**src/rtl/arm_dmem_responder_if.sv**
```systemverilog
// CPU data-memory port plus TX byte stream, bundled for the dmem responder.
// The slave modport is the responder side; the master modport is the CPU/consumer side.
interface arm_dmem_responder_if;
    logic        MemWrite;
    logic [31:0] Addr;
    logic [31:0] WriteData;
    logic [31:0] ReadData;
    logic [7:0]  Led;
    logic [7:0]  TxData;
    logic        TxValid;
    logic        TxReady;

    modport slave (
        input  MemWrite, Addr, WriteData, TxReady,
        output ReadData, Led, TxData, TxValid
    );

    modport master (
        output MemWrite, Addr, WriteData, TxReady,
        input  ReadData, Led, TxData, TxValid
    );
endinterface

```
**src/rtl/arm_dmem_responder.sv**
```systemverilog
// Data-memory responder for a single-cycle core: word RAM plus an IO page with
// LED register, free-running cycle counter and a byte TX FIFO drained by valid/ready.
module arm_dmem_responder #(
    parameter int          MEM_WORDS  = 64,
    parameter int          FIFO_DEPTH = 8,
    parameter logic [31:0] IO_BASE    = 32'h0000_8000
) (
    input  logic                  Clk,
    input  logic                  Rst_n,
    arm_dmem_responder_if.slave   bus
);
    localparam int AW = $clog2(MEM_WORDS);
    localparam int PW = $clog2(FIFO_DEPTH);
    localparam int CW = PW + 1;

    localparam logic [7:0] OFF_LED    = 8'h00;
    localparam logic [7:0] OFF_CYCLE  = 8'h04;
    localparam logic [7:0] OFF_TXDATA = 8'h08;
    localparam logic [7:0] OFF_STATUS = 8'h0C;

    logic [31:0]   ram_mem  [MEM_WORDS];
    logic [7:0]    fifo_mem [FIFO_DEPTH];

    logic [7:0]    led_q, led_d;
    logic [31:0]   cycle_q, cycle_d;
    logic [PW-1:0] rd_ptr_q, rd_ptr_d;
    logic [PW-1:0] wr_ptr_q, wr_ptr_d;
    logic [CW-1:0] count_q, count_d;
    logic          ovf_q, ovf_d;

    logic          io_sel, ram_sel;
    logic [7:0]    io_off;
    logic [AW-1:0] ram_idx;
    logic          io_wr, ram_we;
    logic          fifo_full, fifo_empty;
    logic          push_req, push, pop;
    logic [31:0]   status_word;
    logic [31:0]   read_data;
    logic          unused_addr_bits;

    assign io_sel   = (bus.Addr[31:8] == IO_BASE[31:8]);
    assign ram_sel  = !io_sel && (bus.Addr[31:2] < 30'(MEM_WORDS));
    assign io_off   = bus.Addr[7:0];
    assign ram_idx  = bus.Addr[2+AW-1:2];
    assign io_wr    = bus.MemWrite && io_sel;
    assign ram_we   = bus.MemWrite && ram_sel;
    assign unused_addr_bits = ^bus.Addr[1:0];

    assign fifo_empty = (count_q == '0);
    assign fifo_full  = (count_q == CW'(FIFO_DEPTH));
    // Pop depends only on registered state and TxReady, so TxValid/TxData stay flop-driven.
    assign pop        = !fifo_empty && bus.TxReady;
    assign push_req   = io_wr && (io_off == OFF_TXDATA);
    assign push       = push_req && (!fifo_full || pop);

    assign status_word = {16'b0, 8'(count_q), 5'b0, ovf_q, fifo_empty, fifo_full};

    always_comb begin
        led_d    = led_q;
        cycle_d  = cycle_q + 32'd1;
        rd_ptr_d = rd_ptr_q;
        wr_ptr_d = wr_ptr_q;
        count_d  = count_q;
        ovf_d    = ovf_q;

        if (io_wr && io_off == OFF_LED)   led_d   = bus.WriteData[7:0];
        if (io_wr && io_off == OFF_CYCLE) cycle_d = '0;

        if (pop)  rd_ptr_d = rd_ptr_q + PW'(1);
        if (push) wr_ptr_d = wr_ptr_q + PW'(1);
        if (push && !pop)      count_d = count_q + CW'(1);
        else if (pop && !push) count_d = count_q - CW'(1);

        // Clear first so a simultaneous overflow leaves the flag set.
        if (io_wr && io_off == OFF_STATUS && bus.WriteData[2]) ovf_d = 1'b0;
        if (push_req && fifo_full && !pop)                     ovf_d = 1'b1;
    end

    always_ff @(posedge Clk or negedge Rst_n) begin
        if (!Rst_n) begin
            led_q    <= '0;
            cycle_q  <= '0;
            rd_ptr_q <= '0;
            wr_ptr_q <= '0;
            count_q  <= '0;
            ovf_q    <= 1'b0;
        end else begin
            led_q    <= led_d;
            cycle_q  <= cycle_d;
            rd_ptr_q <= rd_ptr_d;
            wr_ptr_q <= wr_ptr_d;
            count_q  <= count_d;
            ovf_q    <= ovf_d;
        end
    end

    // Storage arrays carry no reset; their contents are only meaningful once written.
    always_ff @(posedge Clk) begin
        if (ram_we) ram_mem[ram_idx] <= bus.WriteData;
    end

    always_ff @(posedge Clk) begin
        if (push) fifo_mem[wr_ptr_q] <= bus.WriteData[7:0];
    end

    always_comb begin
        read_data = '0;
        if (io_sel) begin
            case (io_off)
                OFF_LED:    read_data = {24'b0, led_q};
                OFF_CYCLE:  read_data = cycle_q;
                OFF_STATUS: read_data = status_word;
                default:    read_data = '0;
            endcase
        end else if (ram_sel) begin
            read_data = ram_mem[ram_idx];
        end
    end

    assign bus.ReadData = read_data;
    assign bus.Led      = led_q;
    assign bus.TxData   = fifo_mem[rd_ptr_q];
    assign bus.TxValid  = !fifo_empty;
endmodule

```
**src/flat_wrapper.sv**
```systemverilog
// flat-port wrapper written by rule: the top's interface ports become plain ports
module arm_dmem_responder_flat 
#(
    parameter int          MEM_WORDS  = 64,
    parameter int          FIFO_DEPTH = 8,
    parameter logic [31:0] IO_BASE    = 32'h0000_8000
)
  (Clk, Rst_n, bus_MemWrite, bus_Addr, bus_WriteData, bus_TxReady, bus_ReadData, bus_Led, bus_TxData, bus_TxValid);
  arm_dmem_responder_if bus_i ();
  input  logic Clk;
  input  logic Rst_n;
  input wire logic [$bits(bus_i.MemWrite)-1:0] bus_MemWrite;
  input wire logic [$bits(bus_i.Addr)-1:0] bus_Addr;
  input wire logic [$bits(bus_i.WriteData)-1:0] bus_WriteData;
  input wire logic [$bits(bus_i.TxReady)-1:0] bus_TxReady;
  output wire logic [$bits(bus_i.ReadData)-1:0] bus_ReadData;
  output wire logic [$bits(bus_i.Led)-1:0] bus_Led;
  output wire logic [$bits(bus_i.TxData)-1:0] bus_TxData;
  output wire logic [$bits(bus_i.TxValid)-1:0] bus_TxValid;
  assign bus_i.MemWrite = bus_MemWrite;
  assign bus_i.Addr = bus_Addr;
  assign bus_i.WriteData = bus_WriteData;
  assign bus_i.TxReady = bus_TxReady;
  assign bus_ReadData = bus_i.ReadData;
  assign bus_Led = bus_i.Led;
  assign bus_TxData = bus_i.TxData;
  assign bus_TxValid = bus_i.TxValid;
  arm_dmem_responder #(.MEM_WORDS(MEM_WORDS), .FIFO_DEPTH(FIFO_DEPTH), .IO_BASE(IO_BASE)) u_core (.Clk(Clk), .Rst_n(Rst_n), .bus(bus_i));
endmodule
```
**config.mk**
```make
export PLATFORM = sky130hd
export DESIGN_NAME = arm_dmem_responder_flat
export DESIGN_NICKNAME = d
export VERILOG_FILES = /design/src/rtl/arm_dmem_responder_if.sv /design/src/rtl/arm_dmem_responder.sv /design/src/flat_wrapper.sv
export SDC_FILE = /design/constraint.sdc
export NUM_CORES = 2
export LEC_CHECK = 0
export BUFFER_PORTS_ARGS = -buffer_cell sky130_fd_sc_hd__buf_4
export CAP_MARGIN = 15
export CORE_MARGIN = 2
export CORE_UTILIZATION = 50
export DETAILED_ROUTE_END_ITERATION = 7
export PLACE_DENSITY = 0.66
export SYNTH_ARGS = -nofsm -noshare
export SYNTH_HDL_FRONTEND = slang
export SYNTH_SLANG_ARGS = --single-unit
```
**constraint.sdc**
```tcl
create_clock -name Clk -period 2.8 [get_ports Clk]
set_input_delay 0.28 -clock Clk [delete_from_list [all_inputs] [get_ports Clk]]
set_output_delay 0.28 -clock Clk [all_outputs]
set_load 0.01 [all_outputs]
```
==> impl_summary.txt <==
----------------------------------------------------
[Timing]
  Max Fclk ... 0.3043 GHz
  Crit path setup slack, layout ... -0.4868 ns
  Final hold slack ... 0.0001800 ns
  Final Critical Period ... 3.287 ns
  Setup repair after global routing missed its margin ... true
  Final Hold Violating Endpoints ... 0
  Tcrit/Tclk final ... 1.174
  Number of pins exceeding their max-slew limit in the final report ... 0
  Worst Clk Skew ... 0.03685 ns
  Transition time of the tightest slew-check pin ... 1.013 ns
  Total Negative Setup Slacks ... -8.020 ns
  Setup-failing EPs final ... 31
  Max transition margin ... 0.3249

[Routing]
  Routed length per instance ... 36.46 um
  TritonRoute pass-1 iters ... 8
  Routed wire length ... 262200 um
  Violation count after the first detailed-route iteration ... 7933
  Via count ... 47.32k
  DRC Markers ... 0
  Via-to-Cell Ratio ... 6.578
  Final antenna-violating net count ... 0

[Synth]
  Share of the synthesized area in the top cell type ... 0.7556
  Most frequent cells after synthesis ... sky130_fd_sc_hd__edfxtp_1, sky130_fd_sc_hd__mux4_2, sky130_fd_sc_hd__nor2_1
  Cell variety after synth ... 79
  Cell area after technology mapping ... 83940 um2
  Yosys Warn Count ... 0
  Synth top area cells ... sky130_fd_sc_hd__edfxtp_1, sky130_fd_sc_hd__mux4_2, sky130_fd_sc_hd__dfrtp_1
  Sequential cell area fraction in the yosys report ... 0.7708
  Mapped Cells ... 4020
  Post-synth top area cell ... sky130_fd_sc_hd__edfxtp_1
  Synthesized Nets ... 4095
  Flop and latch count out of synthesis ... 2163
  Ys flop type ... sky130_fd_sc_hd__edfxtp_1
  Count leader, synth ... sky130_fd_sc_hd__edfxtp_1
  Number of enable flip-flop cells after synthesis ... 2112
  Fraction of registers with async set/reset ... 0.02358
  Synthesized area per cell ... 20.88 um2

[Global routing]
  Global-route wire length before repair ... 360800 um
  GR Overflow Total ... 0
  Largest net degree at the start of global routing ... 74
  Number of global-route vias before repair ... 45.32k
  Most used routing layer ... met2
  Number of antenna violations at the first check in global routing ... 11
  Met1 usage in global routing ... 0.4242
  Global Route met2 Usage ... 0.4744
  Global router's overall resource usage ... 0.3078
  Fraction of met3 tracks used by global routing ... 0.06593

[Clock network]
  Root Buffer ... sky130_fd_sc_hd__clkbuf_16
  Clock network latency to the later pin of the worst-skew pair ... 0.88 ns
  Total clock sinks ... 2163
  CTS H-Tree Depth ... 4
  TritonCTS clock tree ... yes
  Clock transition time at the flip-flop clock pins of the worst setup and hold paths ... 0.06 ns
  Number of clock buffers inserted by TritonCTS ... 211
  Deepest clock path buffer count ... 3

[Job]
  Max-cap violations ... 0

[Pwr]
  Peak supply drop ... 0.5561 mV
  Sequential share of power ... 0.527
  Logic gate share of total power ... 0.055
  Switching part of the total ... 0.2150
  Switch Pwr ... 14.49 mW
  Leakage power ... 33.72 nW
  Fraction of power consumed by the clock network ... 0.418
  Pwr per Cell Area ... 653.2 nW/um2
  Int Power ... 52.90 mW

[Worst setup path]
  Classification of the worst setup path ... flip-flop to output port
  Crit-path max FO ... 1
  Source of the critical timing path ... u_core.ram_mem[19][30]
  Crit. End Element ... output port
  Critical path arrival ... 3.01 ns
  Data required time of the worst path ... 2.52 ns
  Type of element launching the critical path ... flip-flop
  FF-to-FF Start ... u_core.count_q[2]

[Min path]
  Hold WC Path Type ... primary input to flip-flop
  Worst Min Path Start ... bus_WriteData[13]

[Die]
  Cell Rows ... 150
  Initial cell density of the core ... 0.5025
  Ports placed on the boundary ... 117
  Total Die Area ... 171200 um2
  Die width ... 413.7 um
  Y dimension of the die ... 413.7 um
  Core ar. ... 167000 um2

[Run status]
  Status ... finished, violations left
  Violated checks ... negative setup slack

[Placed design]
  Dpl ws ... -0.6229 ns
  Count of input and output buffers ... 116
  Placed insts ... 6788
  Placed Instance Area ... 94620 um2
  Placer Congestion ... 0.9245
  Detailed placement HPWL ... 169200 um

[Cells and area]
  Filler cell count in the final layout ... 11.50k
  Design Area, Final ... 103200 um2
  Final layout net count ... 4888
  Proportion of layout cells with a drive suffix above 1 ... 0.3747
  Cell Count, Final, Fillers Out ... 7193
  Layout overhead on the synthesized area ... 22.90%

----------------------------------------------------
==> sequential cells by signal (all words and copies together) (netlist names) <==
name	cells
u_core.count_q	4
u_core.ram_mem	2048
u_core.bus.Led	8
u_core.wr_ptr_q	3
u_core.rd_ptr_q	3
u_core.fifo_mem	64
u_core.cycle_q	32
u_core.ovf_q	1
==> cells by family after synthesis <==
| logic type | synth area share |
|---|---|
| compound gates | 0.03306 |
| xor+xnor | 0.003339 |
| fa+ha+maj | 0.001133 |
| buf+inv | 0.01494 |
| flops | 0.7708 |
| mux | 0.1460 |
| simple gates | 0.03074 |
==> placed cells by master, fill, tap and decap left out, types with 48 or more instances in the layout <==
master / synthesis / routed
sky130_fd_sc_hd__dfrtp_1: 51 / 50
sky130_fd_sc_hd__nand2_1: 141 / 133
sky130_fd_sc_hd__clkbuf_16: 0 / 212
sky130_fd_sc_hd__buf_12: 0 / 203
sky130_fd_sc_hd__clkbuf_1: 73 / 49
sky130_fd_sc_hd__buf_6: 9 / 51
sky130_fd_sc_hd__mux2i_1: 121 / 118
sky130_fd_sc_hd__mux4_2: 439 / 439
sky130_fd_sc_hd__mux2_2: 103 / 100
sky130_fd_sc_hd__buf_4: 54 / 515
sky130_fd_sc_hd__nand3_1: 61 / 48
sky130_fd_sc_hd__edfxtp_1: 2112 / 2112
sky130_fd_sc_hd__nor2_4: 0 / 69
sky130_fd_sc_hd__nor2_1: 167 / 90
==> final cells by class <==
class                   instances  area (um2)  share of cell area
flip-flops and latches       2163       64700              0.6271
well taps                    2204        2758             0.02673
repair buffers                804        8997             0.08721
clock inverters               124        1330             0.01289
clock buffers                 264        5530             0.05361
inverters                      15       61.31           0.0005943
multi-input cells            1618       19790              0.1918
diodes                          1       2.502          0.00002426
==> repair_timing <==
| item | in CTS | in global routing |
|---|---|---|
| setup endpoints to repair | 40 | 32 |
| gates resized for setup | 211 | 76 |
| hold endpoints to repair | 1093 | 0 |
| pin swaps | 63 | 50 |
| hold buffers | 27 | 0 |
| gates cloned | 2 | 0 |
| setup buffers | 2 | 5 |
==> power by group through the flow <==
| stage | combinational, mW | sequential (mW) | clock [mW] |
|---|---|---|---|
| after global routing | 3.85 | 35.5 | 29.6 |
| final | 3.70 | 35.5 | 28.2 |
| after detailed placement | 3.44 | 36.2 | 0 |
| after CTS | 3.62 | 35.5 | 28.4 |
| after floorplan | 1.52 | 36.2 | 0 |
| after global placement | 3.40 | 36.2 | 0 |
==> through the flow <==
step	total power, mW	utilization
floorplan	37.72	-
global placement	39.59	0.5664
detailed placement	39.64	0.5664
CTS	67.53	0.6154
global route	68.95	0.6176
finish	67.39	0.6176
==> worst max-delay path: stages, from the launching register on <==
cell and delay [ns]:
sky130_fd_sc_hd__edfxtp_1 0.37, sky130_fd_sc_hd__mux4_2 0.52, sky130_fd_sc_hd__a22oi_1 0.24, sky130_fd_sc_hd__o21ai_1 0.11
sky130_fd_sc_hd__o31a_1 0.38, sky130_fd_sc_hd__a221o_1 0.37, sky130_fd_sc_hd__buf_6 0.15
==> routing by layer <==
layer,vias up,part of all wire
met5,-,0.00021
met3,599,0.11
met2,3245,0.47
met1,25012,0.37
li1,18451,-
met4,8,0.051
==> path summary, 6_finish.rpt <==
check	to	slack, ns	depth (start not counted)
max reg2reg	u_core.count_q[3]	0.32	11
min reg2reg	u_core.cycle_q[0]	0.54	1
min in group asynchronous	u_core.cycle_q[27]	0.33	3
max in group asynchronous	u_core.rd_ptr_q[1]	1.97	4
max	bus_ReadData[30]	-0.49	6
min	u_core.ram_mem[22][13]	0.0002	1
No activity file was read; power rests on OpenSTA's default activity.
